===== src/rtl/otp_sequencer_pkg.sv =====
// Shared definitions for the OTP sequencer slice: block sizing and FSM state encoding.
package otp_sequencer_pkg;

    localparam int TEXT_SIZE_BYTES = 4;
    localparam int TEXT_SIZE_BITS  = 8 * TEXT_SIZE_BYTES;

    typedef enum logic [1:0] {
        ST_IDLE  = 2'd0,
        ST_SHIFT = 2'd1,
        ST_OUT   = 2'd2
    } state_t;

endpackage


===== src/rtl/otp_sequencer_if.sv =====
// Request/result handshake bundle between the text input stage, the sequencer and the output stage.
interface otp_sequencer_if #(parameter int TEXT_BYTES = 4);

    logic                    in_valid;
    logic                    in_ready;
    logic [7:0]              seed;
    logic [3:0]              rounds;
    logic [8*TEXT_BYTES-1:0] text_in;
    logic                    out_valid;
    logic                    out_ready;
    logic [8*TEXT_BYTES-1:0] cipher_out;
    logic [8*TEXT_BYTES-1:0] key_out;
    logic                    busy;
    logic [7:0]              blk_count;

    modport master (
        output in_valid, seed, rounds, text_in, out_ready,
        input  in_ready, out_valid, cipher_out, key_out, busy, blk_count
    );

    modport slave (
        input  in_valid, seed, rounds, text_in, out_ready,
        output in_ready, out_valid, cipher_out, key_out, busy, blk_count
    );

endinterface


===== src/rtl/otp_keygen.sv =====
// Key register: loads the seed+i byte pattern or rotates right by one byte per edge.
module otp_keygen #(
    parameter int TEXT_BYTES = 4
) (
    input  logic                    clk,
    input  logic                    reset,
    input  logic                    load,
    input  logic                    rot,
    input  logic [7:0]              seed,
    output logic [8*TEXT_BYTES-1:0] key
);

    localparam int TEXT_BITS = 8 * TEXT_BYTES;

    logic [TEXT_BITS-1:0] key_r;

    function automatic logic [TEXT_BITS-1:0] seed_pattern(input logic [7:0] s);
        logic [TEXT_BITS-1:0] p;
        p = '0;
        for (int i = 0; i < TEXT_BYTES; i++) begin
            p[8*i +: 8] = s + 8'(i);
        end
        return p;
    endfunction

    // Key register update; load takes priority over rotate.
    always_ff @(posedge clk or posedge reset) begin
        if (reset) begin
            key_r <= '0;
        end else if (load) begin
            key_r <= seed_pattern(seed);
        end else if (rot) begin
            key_r <= {key_r[7:0], key_r[TEXT_BITS-1:8]};
        end else begin
            key_r <= key_r;
        end
    end

    assign key = key_r;

endmodule


===== src/rtl/otp_sequencer.sv =====
// OTP sequencer: accepts a block, rotates the seed-derived key for the requested rounds, emits text ^ key.
module otp_sequencer
    import otp_sequencer_pkg::*;
#(
    parameter int TEXT_BYTES = TEXT_SIZE_BYTES
) (
    input  logic           clk,
    input  logic           reset,
    input  logic           clear,
    otp_sequencer_if.slave bus
);

    localparam int TEXT_BITS = 8 * TEXT_BYTES;

    state_t               state_r;
    logic [3:0]           cnt_r;
    logic [TEXT_BITS-1:0] text_r;
    logic [7:0]           blk_count_r;
    logic                 in_ready_r;
    logic                 out_valid_r;
    logic                 busy_r;
    logic [TEXT_BITS-1:0] key_s;
    logic                 load_s;
    logic                 rot_s;

    // Key generator strobes; clear suppresses both so an aborted block never touches the key.
    always_comb begin
        load_s = 1'b0;
        rot_s  = 1'b0;
        if (clear) begin
            load_s = 1'b0;
            rot_s  = 1'b0;
        end else begin
            load_s = (state_r == ST_IDLE) && bus.in_valid;
            rot_s  = (state_r == ST_SHIFT);
        end
    end

    otp_keygen #(.TEXT_BYTES(TEXT_BYTES)) u_keygen (
        .clk   (clk),
        .reset (reset),
        .load  (load_s),
        .rot   (rot_s),
        .seed  (bus.seed),
        .key   (key_s)
    );

    // Sequencing FSM with registered handshake/status outputs.
    always_ff @(posedge clk or posedge reset) begin
        if (reset) begin
            state_r     <= ST_IDLE;
            cnt_r       <= 4'd0;
            text_r      <= '0;
            blk_count_r <= 8'd0;
            in_ready_r  <= 1'b1;
            out_valid_r <= 1'b0;
            busy_r      <= 1'b0;
        end else if (clear) begin
            state_r     <= ST_IDLE;
            in_ready_r  <= 1'b1;
            out_valid_r <= 1'b0;
            busy_r      <= 1'b0;
        end else begin
            case (state_r)
                ST_IDLE: begin
                    if (bus.in_valid) begin
                        text_r     <= bus.text_in;
                        cnt_r      <= bus.rounds;
                        in_ready_r <= 1'b0;
                        busy_r     <= 1'b1;
                        if (bus.rounds != 4'd0) begin
                            state_r     <= ST_SHIFT;
                            out_valid_r <= 1'b0;
                        end else begin
                            state_r     <= ST_OUT;
                            out_valid_r <= 1'b1;
                        end
                    end
                end
                ST_SHIFT: begin
                    cnt_r <= cnt_r - 4'd1;
                    if (cnt_r == 4'd1) begin
                        state_r     <= ST_OUT;
                        out_valid_r <= 1'b1;
                    end
                end
                ST_OUT: begin
                    if (bus.out_ready) begin
                        state_r     <= ST_IDLE;
                        blk_count_r <= blk_count_r + 8'd1;
                        in_ready_r  <= 1'b1;
                        out_valid_r <= 1'b0;
                        busy_r      <= 1'b0;
                    end
                end
                default: begin
                    state_r     <= ST_IDLE;
                    in_ready_r  <= 1'b1;
                    out_valid_r <= 1'b0;
                    busy_r      <= 1'b0;
                end
            endcase
        end
    end

    assign bus.in_ready   = in_ready_r;
    assign bus.out_valid  = out_valid_r;
    assign bus.busy       = busy_r;
    assign bus.blk_count  = blk_count_r;
    assign bus.key_out    = key_s;
    assign bus.cipher_out = text_r ^ key_s;

endmodule


===== src/flat_wrapper.sv =====
// flat-port wrapper written by rule: the top's interface ports become plain ports
module otp_sequencer_flat import otp_sequencer_pkg::*;
#(
    parameter int TEXT_BYTES = TEXT_SIZE_BYTES
)
  (clk, reset, clear, bus_in_valid, bus_seed, bus_rounds, bus_text_in, bus_out_ready, bus_in_ready, bus_out_valid, bus_cipher_out, bus_key_out, bus_busy, bus_blk_count);
  otp_sequencer_if #(.TEXT_BYTES(TEXT_BYTES)) bus_i ();
  input  logic clk;
  input  logic reset;
  input  logic clear;
  input wire logic [$bits(bus_i.in_valid)-1:0] bus_in_valid;
  input wire logic [$bits(bus_i.seed)-1:0] bus_seed;
  input wire logic [$bits(bus_i.rounds)-1:0] bus_rounds;
  input wire logic [$bits(bus_i.text_in)-1:0] bus_text_in;
  input wire logic [$bits(bus_i.out_ready)-1:0] bus_out_ready;
  output wire logic [$bits(bus_i.in_ready)-1:0] bus_in_ready;
  output wire logic [$bits(bus_i.out_valid)-1:0] bus_out_valid;
  output wire logic [$bits(bus_i.cipher_out)-1:0] bus_cipher_out;
  output wire logic [$bits(bus_i.key_out)-1:0] bus_key_out;
  output wire logic [$bits(bus_i.busy)-1:0] bus_busy;
  output wire logic [$bits(bus_i.blk_count)-1:0] bus_blk_count;
  assign bus_i.in_valid = bus_in_valid;
  assign bus_i.seed = bus_seed;
  assign bus_i.rounds = bus_rounds;
  assign bus_i.text_in = bus_text_in;
  assign bus_i.out_ready = bus_out_ready;
  assign bus_in_ready = bus_i.in_ready;
  assign bus_out_valid = bus_i.out_valid;
  assign bus_cipher_out = bus_i.cipher_out;
  assign bus_key_out = bus_i.key_out;
  assign bus_busy = bus_i.busy;
  assign bus_blk_count = bus_i.blk_count;
  otp_sequencer #(.TEXT_BYTES(TEXT_BYTES)) u_core (.clk(clk), .reset(reset), .clear(clear), .bus(bus_i));
endmodule

===== config.mk =====
export PLATFORM = sky130hd
export DESIGN_NAME = otp_sequencer_flat
export DESIGN_NICKNAME = d
export VERILOG_FILES = /design/src/rtl/otp_sequencer_pkg.sv /design/src/rtl/otp_sequencer_if.sv /design/src/rtl/otp_keygen.sv /design/src/rtl/otp_sequencer.sv /design/src/flat_wrapper.sv
export SDC_FILE = /design/constraint.sdc
export NUM_CORES = 1
export LEC_CHECK = 0
export CORE_AREA = 5 5 104 106
export CTS_CLUSTER_DIAMETER = 120
export CTS_CLUSTER_SIZE = 16
export DETAILED_ROUTE_END_ITERATION = 10
export DIE_AREA = 0 0 109 111
export MAX_ROUTING_LAYER = met4
export PLACE_DENSITY = 0.82
export SLEW_MARGIN = 0
export SYNTH_ARGS = -nofsm -noshare
export SYNTH_HDL_FRONTEND = slang
export SYNTH_SLANG_ARGS = --single-unit

===== constraint.sdc =====
create_clock -name clk -period 2.84 [get_ports clk]
set_clock_uncertainty 0.1 [all_clocks]
set_input_delay 0.568 -clock clk [delete_from_list [all_inputs] [get_ports clk]]
set_output_delay 0.568 -clock clk [all_outputs]
set_load 0.005 [all_outputs]

==> run_results.csv <==
group,metric,value,unit
critical_path,reg2reg_depth,3,
synth,async_flop_share,100,%
run_status,status,"completed",
critical_path,cp_slowest_cell,"dfrtp_1",
timing,fin_ws,0.601,ns
power_and_ir_drop,total_power,4.66,mW
clocking,h-tree-depth,3,
timing,hold_viol,0,
final_layout,fin_area,5630,µm²
global_route,overflow,0,
final_layout,drive_gt1_share,4.95,%
clocking,cts.sinks,80,
synth,synth_nets,486,
critical_path,cp-start-kind,"register",
clocking,cts_setup_buffers,0,
routing,antenna_left,0,
global_route,grt_use_total,18.2,%
critical_path,cpLargestDelayFamily,"flip-flops",
routing,wirelength,10600,µm
synth,ys.flop_type,"dfrtp_1",
placed_design,pre_cts_slack,0.344,ns
power_and_ir_drop,powerDensity,828,nW/µm²
synth,ys_ff_latch,80,
floorplanning,initial_core_util,42.2,%
floorplanning,coreArea,9680,µm²
routing,drc,0,
power_and_ir_drop,ir_worst_vdd,0.000423,V
timing,fin_setup_tns,0,ns
clocking,cts_inserted_buffers,9,
floorplanning,die_h,111,µm
timing,finalCritPeriodShare,78.8,%
final_layout,layout.cells.non_filler,678,
placed_design,place_area,5400,µm²
critical_path,worstPathArrival,1.57,ns
global_route,grt_first_pass_wirelength,17200,µm
floorplanning,ioPinCount,124,
synth,yosysTopAreaCellShare,48.4,%
final_layout,nets,597,
critical_path,crit_path_cell_trace,"clkdlybuf4s50_1",
timing,relSlewSlack,30.7,%
clocking,cts_resized,0,
timing,period_needed,2.24,ns
critical_path,ff2ff_setup_slack,0.83,ns
routing,vias,3408,
critical_path,critical_path_depth,1,
power_and_ir_drop,p_leak,2.54,nW
run,drv_cap,0,
timing,holdWs,0.396,ns
floorplanning,die_w,109,µm
clocking,clk_pin_slew,0.08,ns
critical_path,worstSetupPathType,"reg2out",
timing,max_freq,447,MHz
synth,syn_inst,429,
timing,tightestPinTransition,1.04,ns
clocking,tritoncts,"yes",
final_layout,utilization,58.1,%
synth,synth.largest_area_cell,"dfrtp_1",
synth,synth_fa_ha_area_share,2.45,%
synth,synth_edf_count,0,
critical_path,worstPathRequired,2.17,ns
placed_design,dpl.hpwl,7470,µm
routing,vias_per_cell,5.03,
placed_design,place_congestion,0.797,
synth,synth-simple-area-share,19.1,%
synth,ys_top_cells_by_area,"dfrtp_1, nand2_1, xor2_1",
timing,finalSetupViolCount,0,
critical_path,critPathBufInv,1,
synth,synth_xor_area_share,12.0,%
clocking,cts_buffer_depth,2,
synth,syn_area_per_cell,9.52,µm²
timing,grt_setup_unrepaired,"false",
placed_design,placed_cells,662,
min_path,min_from,"u_core.bus.blk_count[7]$_DFFE_PP0P_",
min_path,min_path_type,"reg2reg",
placed_design,numPortBuffers,123,
critical_path,critPathLaunch,"u_core.state_r[1]$_DFFE_PP0P_",
critical_path,worstPathMaxFanout,12,
synth,synthMuxAreaShare,1.99,%
final_layout,num_antenna_cells,0,
min_path,worstHoldPathCells,1,
floorplanning,dieArea,12100,µm²
global_route,antenna_found_initial,0,
timing,drv_slew,0,
routing,drtIter0Drc,199,
clocking,clock_latency,0.34,ns
critical_path,slowest_delay,0.64,ns
final_layout,area_growth,37.9,%
synth,synth_area,4080,µm²
synth,synth_top_family_by_area,"simple AND/OR/NAND/NOR gates",
routing,first_pass_iters,4,
routing,wl_per_cell,15.7,µm
critical_path,endpoint_kind,"output port",
synth,synth_warnings,0,
clocking,holdBufCountCts,0,
synth,synth_cell_types,41,
critical_path,r2r_start,"u_core.state_r[0]$_DFFE_PP0P_",
synth,ys_seq_area_share,49.1,%
global_route,grt_pass1_vias,3476,
synth,synth_compound_area_share,10.4,%
global_route,grt_max_degree,70,
clocking,cts-root-buf,"clkbuf_8",
floorplanning,rows,36,
==> final timing paths <==
check                                                      end
hold reg to reg            u_core.bus.blk_count[7]$_DFFE_PP0P_
max in group asynchronous   u_core.u_keygen.key[4]$_DFFE_PP0P_
setup / recovery                                 bus_out_valid
hold / removal             u_core.bus.blk_count[7]$_DFFE_PP0P_
setup reg to reg                   u_core.cnt_r[3]$_DFFE_PP0P_
min in group asynchronous         u_core.text_r[2]$_DFFE_PP0P_
==> worst register-to-register path: cells and delay by family, from the launching register on <==
kind	cells	cell delay [ns]
AO/OA/AOI/OAI	2	1.12
AND/OR/NAND/NOR	1	0.12
flip-flops	1	0.57
==> per-layer routing <==
| metal | global-route usage, % | share of wire, % |
|---|---|---|
| met5 | - | 0 |
| met4 | 5.64 | 0.57 |
| met3 | 3.49 | 6.5 |
| met2 | 28.8 | 49 |
| met1 | 23.6 | 44 |
==> layout make-up <==
type | count | area [µm²]
Clock buffer | 14 | 173
Clock inverter | 2 | 60.1
Fill cell | 885 | 4060
Multi-Input combinational cell | 311 | 1890
Inverter | 11 | 42.5
Timing Repair Buffer | 127 | 1300
Tap cell | 133 | 166
Sequential cell | 80 | 2000
==> logic make-up (layout without fill, tap and decap cells) <==
| logic type | count (synthesis) | count (layout) |
|---|---|---|
| AND/OR/NAND/NOR | 174 | 174 |
| multiplexers | 8 | 8 |
| XOR/XNOR | 56 | 56 |
| buffers and inverters | 38 | 154 |
| adder cells (fa/ha/maj) | 8 | 8 |
| flip-flops | 80 | 80 |
| AO/OA/AOI/OAI | 65 | 65 |
==> placed cells by master (no fill, tap or decap), drive strengths merged, types with 7 or more instances in the layout <==
cell type / instances
xnor2: 13
nor2b: 10
o21ai: 15
a22oi: 10
clkbuf: 14
mux2i: 7
xor2: 43
dfrtp: 79
inv: 10
a211oi: 11
nor2: 15
a21oi: 17
nand3: 7
clkdlybuf4s50: 123
nand2: 123
ha: 8
==> flip-flops by register name, indices dropped and copies added, names as in the netlist <==
signal,count
u_core.bus.blk_count,8
u_core.bus.busy,1
u_core.bus.in_ready,1
u_core.cnt_r,4
u_core.state_r,2
u_core.text_r,32
u_core.u_keygen.key,32
==> power breakdown <==
group | internal (mW) | switching (mW) | total [mW] | leakage, nW
clock | 0.569 | 0.384 | 0.953 | 0.117
combinational | 1.18 | 0.675 | 1.86 | 1.43
sequential | 1.46 | 0.390 | 1.85 | 0.991
==> cells in the mapped netlist (2+ instances only) <==
cell and count:
nand4_1 4, nand2_1 123, nand2b_1 3, ha_1 8
xnor2_1 13, buf_2 10, a21oi_1 17, a22oi_1 10
dfrtp_1 79, nor3_1 3, o32ai_1 2, nor2b_1 10
inv_1 11, o21ai_1 4, a222oi_1 2, buf_6 5
nand3_1 6, o21ai_0 11, xor2_1 43, a221o_1 2
a211oi_1 11, nor2_1 15, mux2i_1 7, nor4_1 2
a221oi_1 2, buf_4 3, clkbuf_1 9
Note: power is estimated with default switching activity, not from simulation.
